File: src/rtl/mmio_uart_tx.sv
// Memory-mapped 8N1 UART transmitter: CPU stores to DATA are queued in a FIFO
// and serialised on tx; STATUS exposes count, overflow, full and busy.
module mmio_uart_tx #(
  parameter logic [31:0] BASE_ADDR    = 32'hFFFF_0000,
  parameter int          DEPTH        = 8,
  parameter int          CLKS_PER_BIT = 868
) (
  input  logic        clk,
  input  logic        reset,
  input  logic [31:0] address,
  input  logic [31:0] writeData,
  input  logic        memRead,
  input  logic        memWrite,
  output logic [31:0] readData,
  output logic        hit,
  output logic        tx
);

  localparam int PW = $clog2(DEPTH);
  localparam int CW = $clog2(DEPTH + 1);
  localparam int BW = $clog2(CLKS_PER_BIT);
  localparam logic [31:0]   STATUS_ADDR = BASE_ADDR + 32'd4;
  localparam logic [BW-1:0] LAST_TICK   = BW'(CLKS_PER_BIT - 1);
  localparam logic [CW-1:0] DEPTH_C     = CW'(DEPTH);

  typedef enum logic [1:0] {IDLE, START, DATA, STOP} stateT;

  stateT         state, nextState;
  logic [7:0]    shift, shiftNext;
  logic [BW-1:0] bitCnt, bitCntNext;
  logic [2:0]    bitIdx, bitIdxNext;
  logic          txNext;

  logic [7:0]    fifoMem [DEPTH];
  logic [PW-1:0] rdPtr, wrPtr;
  logic [CW-1:0] count;
  logic          overflow;

  logic dataHit, statusHit, full, empty, busy, push, pop, overflowSet, bitEnd;
  logic [7:0] countByte;
  logic unusedBits;

  assign unusedBits  = ^writeData[31:8];
  assign dataHit     = (address == BASE_ADDR);
  assign statusHit   = (address == STATUS_ADDR);
  assign hit         = dataHit | statusHit;
  assign full        = (count == DEPTH_C);
  assign empty       = (count == '0);
  assign busy        = (state != IDLE) | ~empty;
  assign push        = memWrite & dataHit & ~full;
  assign overflowSet = memWrite & dataHit & full;
  assign bitEnd      = (bitCnt == LAST_TICK);
  assign countByte   = 8'(count);

  // STATUS shows pre-edge register state; every other read returns zero.
  always_comb begin
    readData = 32'h0;
    if (memRead && statusHit)
      readData = {16'h0, countByte, 5'b0, overflow, full, busy};
  end

  // Serializer next-state logic; tx is registered from the next state so it never glitches.
  always_comb begin
    nextState  = state;
    shiftNext  = shift;
    bitIdxNext = bitIdx;
    bitCntNext = bitEnd ? '0 : bitCnt + BW'(1);
    pop        = 1'b0;
    case (state)
      IDLE: begin
        bitCntNext = '0;
        if (!empty) begin
          pop       = 1'b1;
          nextState = START;
          shiftNext = fifoMem[rdPtr];
        end
      end
      START: begin
        if (bitEnd) begin
          nextState  = DATA;
          bitIdxNext = 3'd0;
        end
      end
      DATA: begin
        if (bitEnd) begin
          if (bitIdx == 3'd7) begin
            nextState = STOP;
          end else begin
            bitIdxNext = bitIdx + 3'd1;
            shiftNext  = {1'b0, shift[7:1]};
          end
        end
      end
      STOP: begin
        if (bitEnd) begin
          if (!empty) begin
            pop       = 1'b1;
            nextState = START;
            shiftNext = fifoMem[rdPtr];
          end else begin
            nextState = IDLE;
          end
        end
      end
      default: nextState = IDLE;
    endcase
    case (nextState)
      START:   txNext = 1'b0;
      DATA:    txNext = shiftNext[0];
      default: txNext = 1'b1;
    endcase
  end

  always_ff @(posedge clk) begin
    if (reset) begin
      state    <= IDLE;
      shift    <= 8'h0;
      bitCnt   <= '0;
      bitIdx   <= 3'd0;
      tx       <= 1'b1;
      rdPtr    <= '0;
      wrPtr    <= '0;
      count    <= '0;
      overflow <= 1'b0;
    end else begin
      state  <= nextState;
      shift  <= shiftNext;
      bitCnt <= bitCntNext;
      bitIdx <= bitIdxNext;
      tx     <= txNext;
      if (push) wrPtr <= wrPtr + PW'(1);
      if (pop)  rdPtr <= rdPtr + PW'(1);
      case ({push, pop})
        2'b10:   count <= count + CW'(1);
        2'b01:   count <= count - CW'(1);
        default: count <= count;
      endcase
      // A dropped store on the same edge as a STATUS read keeps overflow set.
      if (overflowSet)
        overflow <= 1'b1;
      else if (memRead && statusHit)
        overflow <= 1'b0;
    end
  end

  always_ff @(posedge clk) begin
    if (push) fifoMem[wrPtr] <= writeData[7:0];
  end

endmodule

File: config.mk
export PLATFORM = sky130hd
export DESIGN_NAME = mmio_uart_tx
export DESIGN_NICKNAME = d
export VERILOG_FILES = /design/src/rtl/mmio_uart_tx.sv
export SDC_FILE = /design/constraint.sdc
export NUM_CORES = 1
export LEC_CHECK = 0
export ABC_AREA = 1
export CAP_MARGIN = 30
export CORE_AREA = 3 3 109 111
export DETAILED_ROUTE_END_ITERATION = 7
export DIE_AREA = 0 0 112 114
export GPL_ROUTABILITY_DRIVEN = 0
export PLACE_DENSITY = 0.77
export SLEW_MARGIN = 0
export SYNTH_ARGS = -nofsm -noshare
export SYNTH_HDL_FRONTEND = slang
export SYNTH_SLANG_ARGS = --single-unit
File: constraint.sdc
create_clock -name clk -period 2.26 [get_ports clk]
set_clock_uncertainty 0.15 [all_clocks]
set_input_delay 0.452 -clock clk [delete_from_list [all_inputs] [get_ports clk]]
set_output_delay 0.452 -clock clk [all_outputs]
set_load 0.01 [all_outputs]
==> results of run 1 <==
[final cells by class]
| class | count | area [um^2] |
|---|---|---|
| well taps | 140 | 175.2 |
| flip-flops and latches | 102 | 2693 |
| clock inverters | 7 | 93.84 |
| multi-input cells | 350 | 2057 |
| inverters | 52 | 200.2 |
| repair buffers | 111 | 863.3 |
| clock buffers | 9 | 123.9 |
| fillers | 893 | 4682 |
[sequential cells by signal, summed over array words and instances (netlist names), named ones only]
register and cells:
overflow 1, rdPtr 3, bitCnt 10, count 4, fifoMem 64, tx 1
shift 8, bitIdx 3, wrPtr 3, state 2
[stage by stage]
| stage | cell area [um^2] | std cells | total power, uW | setup TNS (ns) | utilization |
|---|---|---|---|---|---|
| floorplan | 5092 | 542 | 3871 | -1.438 | - |
| global placement | 5894 | 747 | 4400 | -37.49 | 0.5414 |
| detailed placement | 5894 | 747 | 4472 | -41.41 | 0.5414 |
| CTS | 6132 | 765 | 5730 | 0 | 0.5632 |
| global route | 6206 | 771 | 6241 | -0.1937 | 0.5700 |
| finish | 6206 | 771 | 5878 | 0 | 0.5700 |
[timing repair]
item,CTS,global route
hold buffers,0,0
pin swaps,27,25
buffers inserted,2,6
setup endpoints to repair,76,65
resized for setup,88,45
[report_power, final]
group	leakage (uW)	switching (uW)	internal, uW	total [uW]
Sequential	0.000886	110	2130	2240
Combinational	0.00148	1450	1000	2450
Clock	0.000108	732	458	1190
Total	0.00247	2290	3590	5880
[synth_stat cells (4+ instances only)]
cell	instances
o21ai_1	10
a21oi_1	19
nand4_1	8
nand2_1	64
edfxtp_1	64
nand3_2	4
nor3_2	5
buf_4	29
inv_1	50
ha_1	13
xor2_1	7
dfxtp_1	38
o21ai_0	36
nor3_1	5
o22ai_1	9
clkbuf_1	4
nor2_1	82
nand3_1	24
o211ai_1	9
[cells by family after synthesis]
group | after synthesis | share of synthesized area
buffers and inverters | 90 | 0.09602
other | 1 | 0.0007634
and+or+nand+nor | 211 | 0.2002
xor gates and xnor gates | 9 | 0.01605
adders and majority gates | 13 | 0.03311
DFF | 102 | 0.5461
AOI/OAI and AO/OA | 92 | 0.1077
[metal layers]
layer / up-vias / track usage / routed length (um)
met4: 0 / 0.05288 / 199
met3: 20 / 0.04403 / 632
met1: 1805 / 0.2055 / 4418
met5: - / 0 / 0
met2: 112 / 0.3237 / 5888
li1: 1924 / - / -
[path summary, 6_finish.rpt]
| check | start | end | slack (ns) |
|---|---|---|---|
| worst min-delay path | overflow | overflow | 0.32 |
| worst max-delay path | address[3] | count[3] | 0.02 |
| worst max register to register | state[1] | count[3] | 0.05 |
| worst min register to register | overflow | overflow | 0.32 |
[worst max-delay path, cell delays in order]
cell and delay [ns]:
dlygate4sd2_1 0.26, buf_6 0.12, nor4_4 0.20, nand3_4 0.12
nor2_4 0.16, nand3_4 0.10, ha_4 0.20, xor2_2 0.20
nand3_2 0.12, a21oi_2 0.16, o21ai_2 0.08, o21ai_1 0.13
a21oi_1 0.05
==> impl_metrics.ini, run 1 <==
[run_status]
status = completed

[logic_synthesis]
syn_area_per_cell_um2 = 9.483
synthArstFlopShare = 0
ys.warnings.count = 0
synth_top_area_share = 0.3912
ys.flop_type = edfxtp_1
synth_edf_count = 64
synth_cell_type_count = 41
synthCells = 518
synth_area_leader_cell = edfxtp_1
synth_area_leaders = edfxtp_1 39%, dfxtp_1 15%, nor2_1 6.3%, nand2_1 4.9%, buf_4 4.4%
yosysSeqAreaShare = 0.5461
synth-seq-cells = 102
syn_area_um2 = 4912

[timing]
slew_headroom = 0.6477
final.min_clock_period_ns = 2.236
setup_violations = 0
rsz0062_at_grt = true
worst_slack_ns = 0.02446
finalCritPeriodShare = 0.9892
slew_viol_final = 0
hold_ws_ns = 0.3212
max_clock_freq_mhz = 447.3
tightest_slew_ns = 0.5277
hold_viol = 0

[critical_path]
end_kind = flip-flop
worstPathMaxFanout = 3
required_ns = 2.38
worstSetupPathType = input pin to flip-flop
start_kind = input pin
arrival_ns = 2.35
rr_worst_depth = 15

[global_route]
grt_overflow = 0
grt_pass1_vias = 3810
grt_usage = 0.1770
grt_pass1_wl_mm = 18.15
antenna_found_initial = 0
grt_max_degree = 33

[hold_path]
whs_path_depth = 2
hp-class = flip-flop to flip-flop

[floorplanning]
dieArea_um2 = 12770
io_pins = 102
core_um2 = 10890
rows = 38
start_util = 0.4512
fp.dieW_um = 112
die_h_um = 114

[route]
wirelength_mm = 11.14
routedWlPerCell_um = 14.45
vias = 3861
drtIter0Drc = 194
firstDrtPassIters = 4
drtAntennaViolNets = 0
drc = 0
vias_per_cell = 5.008

[cts]
htreeDepth = 3
clk_path_buf_depth = 2
clock_sinks = 102
cts-root-buf = clkbuf_8
clkLatencyLatePin_ns = 0.37
clk_pin_slew_ns = 0.11
cts_buffers = 9
cts_tree = yes

[finish]
final_cell_mix = 74 x nor2_1, 64 x nand2_1, 64 x edfxtp_1
antennaDiodeCount = 0
drive_gt1_frac = 0.2520
nets = 707
areaGrowthSynthToFinish_pct = 26.34
final_common_cell = nor2_1

[run]
maxCapViolCount = 0

[placement]
dp_hpwl_mm = 7.936
portBuffers = 52
place_ws_ns = -0.7420

[pwr]
cellPowerDensity_nw_per_um2 = 947.1
p_leak_uw = 0.002473
ir_drop_mv = 0.6808
(Power assumes the default switching activity.)
==> run 2: changes to the inputs <==
--- a/config.mk
+++ b/config.mk
@@ -11,7 +11,7 @@
 export DETAILED_ROUTE_END_ITERATION = 7
 export DIE_AREA = 0 0 112 114
 export GPL_ROUTABILITY_DRIVEN = 0
-export PLACE_DENSITY = 0.77
+export PLACE_DENSITY = 0.74
 export SLEW_MARGIN = 0
 export SYNTH_ARGS = -nofsm -noshare
 export SYNTH_HDL_FRONTEND = slang
==> constraint.sdc (replaced) <==
create_clock -name clk -period 2.63 [get_ports clk]
set_clock_uncertainty 0.15 [all_clocks]
set_input_delay 0.526 -clock clk [delete_from_list [all_inputs] [get_ports clk]]
set_output_delay 0.526 -clock clk [all_outputs]
set_load 0.01 [all_outputs]
==> impl_metrics.ini, run 2 (synthesis gave the netlist of run 1 again) <==
[cts]
cts_tree = yes
htreeDepth = 3
clock_sinks = 102
clk_pin_slew_ns = 0.10
cts_buffers = 9
cts-root-buf = clkbuf_8
clk_path_buf_depth = 2
clkLatencyLatePin_ns = 0.37

[finish]
largest_register_ffs = 64
fin_util = 0.5513
fin_cells = 743
drive_gt1_frac = 0.1675
top_regs = fifoMem: 64 flops, bitCnt: 10 flops, shift: 8 flops
antennaDiodeCount = 0
areaGrowthSynthToFinish_pct = 22.19
final_cell_mix = 78 x nor2_1, 64 x nand2_1, 64 x edfxtp_1
nets = 680
final_common_cell = nor2_1
fill_cells = 910
largest_register = fifoMem
multi_input_area_um2 = 1971
seqCellArea_um2 = 2683

[floorplanning]
fp.dieW_um = 112
io_pins = 102
die_h_um = 114
rows = 38
start_util = 0.4512
dieArea_um2 = 12770
core_um2 = 10890

[route]
vias = 3741
routedWlPerCell_um = 14.57
drc = 0
drtAntennaViolNets = 0
vias_per_cell = 5.035
drtIter0Drc = 143
firstDrtPassIters = 5
wirelength_mm = 10.83

[timing]
setup_tns_ns = -0.004759
final.min_clock_period_ns = 2.635
hold_viol = 0
max_clock_freq_mhz = 379.5
slew_headroom = 0.6019
setup_violations = 1
slew_viol_final = 0
finalCritPeriodShare = 1.002
worst_slack_ns = -0.004759
tightest_slew_ns = 0.5964

[pwr]
power_frac_comb = 0.392
p_int_uw = 2981
cellPowerDensity_nw_per_um2 = 796.4
total_power_uw = 4780
ir_drop_mv = 0.4742
switching_power_uw = 1799
seqPwrFrac = 0.400
p_sw_frac = 0.3763
p_leak_uw = 0.002426
p_clk_frac = 0.207

[placement]
portBuffers = 52
dp.cells = 724
dp_hpwl_mm = 7.403
place_ws_ns = -0.5935

[run_status]
status = complete, but fails checks
violations = setup timing

[global_route]
grt_usage = 0.1663
antenna_found_initial = 0
grt_pass1_vias = 3598
grt_max_degree = 33
grt_overflow = 0
grt_pass1_wl_mm = 17.04

[critical_path]
worstPathMaxFanout = 8
arrival_ns = 1.96
start_kind = input pin
end_kind = output pin
worstSetupPathType = input pin to output pin
rr_worst_depth = 15
required_ns = 1.95

[hold_path]
hp-class = flip-flop to flip-flop
whs_path_depth = 1

[run]
maxCapViolCount = 0
==> run 2: cell types whose count changed in the layout (fill, tap and decap cells not counted), sizes merged <==
cell	previous run	this run
clkdlybuf4s50	12	29
buf	67	37
dlygate4sd2	18	0
bufinv	0	1
inv	56	54
dlymetal6s2s	0	15
clkbuf	21	10
clkinv	3	2
clkdlybuf4s15	2	3
==> run 2: power groups by stage <==
stage	Sequential, uW	Combinational, uW	Clock (uW)
final	1910	1870	992
after global routing	1920	2100	1080
after CTS	1900	1760	1020
after detailed placement	1930	1740	0
after global placement	1930	1680	0
after floorplan	1920	1340	0
==> run 2: repair_timing <==
item	4_1_cts	5_1_grt
resized for setup	29	45
cloned	0	0
endpoints found under the setup margin	10	18
setup buffers	3	1
hold buffers	0	0
pin swaps	3	18
==> run 2: final timing paths <==
| kind | startpoint | end | slack [ns] |
|---|---|---|---|
| setup / recovery | address[1] | readData[10] | -0.005 |
| setup reg to reg | state[0] | count[3] | 0.19 |
| hold / removal | bitCnt[0] | bitCnt[0] | 0.31 |
| hold reg to reg | bitCnt[0] | bitCnt[0] | 0.31 |
==> run 2: per-layer routing <==
layer / share of wire / vias to the layer above / track usage
met5: 0 / - / 0
met1: 0.42 / 1787 / 0.2004
met2: 0.53 / 79 / 0.2978
met4: 0.011 / 0 / 0.05208
li1: - / 1862 / -
met3: 0.043 / 13 / 0.03714
==> run 2: worst max-delay path, cell delays in order <==
cell	delay [ns]
clkdlybuf4s50_1	0.49
nor4_2	0.20
and3_4	0.24
nand3_4	0.13
buf_6	0.15
nor2_2	0.08
buf_2	0.13
==> run 2: area by class of cell <==
type | count | share of cell area
flip-flops and latches | 102 | 0.4469
multi-input cells | 350 | 0.3283
repair buffers | 84 | 0.1305
inverters | 52 | 0.03252
well taps | 140 | 0.02918
clock buffers | 10 | 0.02126
clock inverters | 5 | 0.01126
==> run 2: through the flow <==
| stage | hold WS [ns] | cell area [um^2] |
|---|---|---|
| 3_5_place_dp | 0.2951 | 5632 |
| 5_1_grt | 0.3317 | 6002 |
| 4_1_cts | 0.3104 | 5847 |
| 6_report | 0.3072 | 6002 |
| 2_1_floorplan | 0.2679 | 5002 |
| 3_3_place_gp | 0.2829 | 5632 |
==> run 3: changes to the inputs <==
--- a/config.mk
+++ b/config.mk
@@ -7,9 +7,9 @@
 export LEC_CHECK = 0
 export ABC_AREA = 1
 export CAP_MARGIN = 30
-export CORE_AREA = 3 3 109 111
+export CORE_AREA = 2 2 108 110
 export DETAILED_ROUTE_END_ITERATION = 7
-export DIE_AREA = 0 0 112 114
+export DIE_AREA = 0 0 110 112
 export GPL_ROUTABILITY_DRIVEN = 0
 export PLACE_DENSITY = 0.74
 export SLEW_MARGIN = 0
==> impl_metrics.ini, run 3 (synthesis gave the netlist of run 1 again) <==
[route]
drtIter0Drc = 182
routedWlPerCell_um = 13.98
vias_per_cell = 5.007
firstDrtPassIters = 4
wirelength_mm = 10.40
drc = 0
vias = 3725
drtAntennaViolNets = 0

[timing]
worst_slack_ns = 0.09253
finalCritPeriodShare = 0.9648
hold_ws_ns = 0.3146
final.min_clock_period_ns = 2.537
setup_violations = 0
hold_viol = 0
slew_headroom = 0.6538
slew_viol_final = 0
tightest_slew_ns = 0.5185
max_clock_freq_mhz = 394.1

[finish]
final_cell_mix = 76 x nor2_1, 64 x nand2_1, 64 x edfxtp_1
areaGrowthSynthToFinish_pct = 25.67
fin_cells = 744
nets = 677
fin_util = 0.5525
multi_input_area_um2 = 2051
drive_gt1_frac = 0.1697
top_regs = fifoMem: 64 flops, bitCnt: 10 flops, shift: 8 flops
seqCellArea_um2 = 2683
fill_cells = 925
largest_register_ffs = 64
final_common_cell = nor2_1
largest_register = fifoMem
antennaDiodeCount = 0

[placement]
portBuffers = 52
place_ws_ns = -0.5048
dp.cells = 728
dp_hpwl_mm = 7.138

[global_route]
grt_pass1_wl_mm = 16.47
grt_overflow = 0
antenna_found_initial = 0
grt_pass1_vias = 3474
grt_max_degree = 33
grt_usage = 0.1726

[critical_path]
rrSetupSlack_ns = 0.16
start_kind = input pin
rr_worst_depth = 14
worstPathMaxFanout = 6
required_ns = 1.95
startpoint = address[30]
arrival_ns = 1.86
timing.rr.end = count[3]
worstSetupPathType = input pin to output pin
path_cells = clkdlybuf4s50_1 > nand4_1 > nor2_1 > nand2_1 > inv_2 > nand3_4 > buf_8 > nor2_1 > buf_2
critPathMaxStageDelay_ns = 0.46
r2r_start = bitCnt[0]
cp_slowest_cell = clkdlybuf4s50_1
cpMostUsedCell = nor2_1
endpoint = readData[9]
end_kind = output pin

[pwr]
cellPowerDensity_nw_per_um2 = 829.1
total_power_uw = 5118
p_leak_uw = 0.002537
ir_drop_mv = 0.5077

[floorplanning]
rows = 39
die_h_um = 112
core_um2 = 11170
start_util = 0.4396
fp.dieW_um = 110
dieArea_um2 = 12320
io_pins = 102

[cts]
clk_path_buf_depth = 2
clock_sinks = 102
cts_buffers = 9
clk_pin_slew_ns = 0.07
cts_setup_buffers = 0
cts_tree = yes
cts-root-buf = clkbuf_16
clkLatencyLatePin_ns = 0.34
htreeDepth = 3

[hold_path]
whs_path_depth = 1
hp-class = flip-flop to flip-flop

[run_status]
status = completed

[run]
maxCapViolCount = 0
-- run 3: changes by cell type in the layout (fill, tap and decap cells not counted), sizes merged --
cell and change:
clkdlybuf4s15 -2, clkbuf -1, clkdlybuf4s50 -8, dlymetal6s2s +7, bufinv -1, dlygate4sd2 +1
inv +2, buf -1, clkinv +1
-- run 3: repair_timing --
| action | CTS | global route |
|---|---|---|
| pin swaps | 4 | 24 |
| gates resized for setup | 38 | 59 |
| hold buffers | 0 | 0 |
| setup endpoints to repair | 10 | 19 |
-- run 3: area by class of cell --
cell class,count,share of cell area
flip-flops and latches,102,0.4345
multi-input cells,350,0.3322
repair buffers,81,0.1244
clock buffers,9,0.03648
inverters,52,0.03162
well taps,143,0.02898
clock inverters,7,0.01176
-- run 3: through the flow --
stage / setup TNS [ns] / cell area, um^2
final: 0 / 6173
after global routing: -0.002348 / 6173
after CTS: 0 / 5942
after detailed placement: -13.98 / 5643
after global placement: -9.794 / 5643
after floorplan: 0 / 5002
-- run 3: how the worst min path moves through the flow --
| stage | endpoint | slack, ns | from |
|---|---|---|---|
| finish | bitCnt[0] | 0.31 | bitCnt[0] |
| global route | bitCnt[0] | 0.34 | bitCnt[0] |
| CTS | bitCnt[0] | 0.32 | bitCnt[0] |
| detailed placement | bitCnt[0] | 0.31 | bitCnt[0] |
| global placement | bitCnt[0] | 0.28 | bitCnt[0] |
| floorplan | bitCnt[0] | 0.27 | bitCnt[0] |
-- run 3: critical path, delay by kind of cell --
| kind | cells | cell delay (ns) |
|---|---|---|
| buffers and inverters | 4 | 0.86 |
| AND/OR/NAND/NOR | 5 | 0.48 |
-- run 3: power breakdown --
group	switching [uW]	internal, uW
Clock	629	674
Combinational	1160	734
Sequential	97.3	1820
Total	1890	3230
-- run 3: layer usage --
metal | track usage | wire, um | up-vias
met5 | 0 | 0 | -
met1 | 0.2081 | 4332 | 1741
met4 | 0.05232 | 166 | 0
met3 | 0.04215 | 499 | 19
met2 | 0.3006 | 5401 | 103
li1 | - | - | 1862
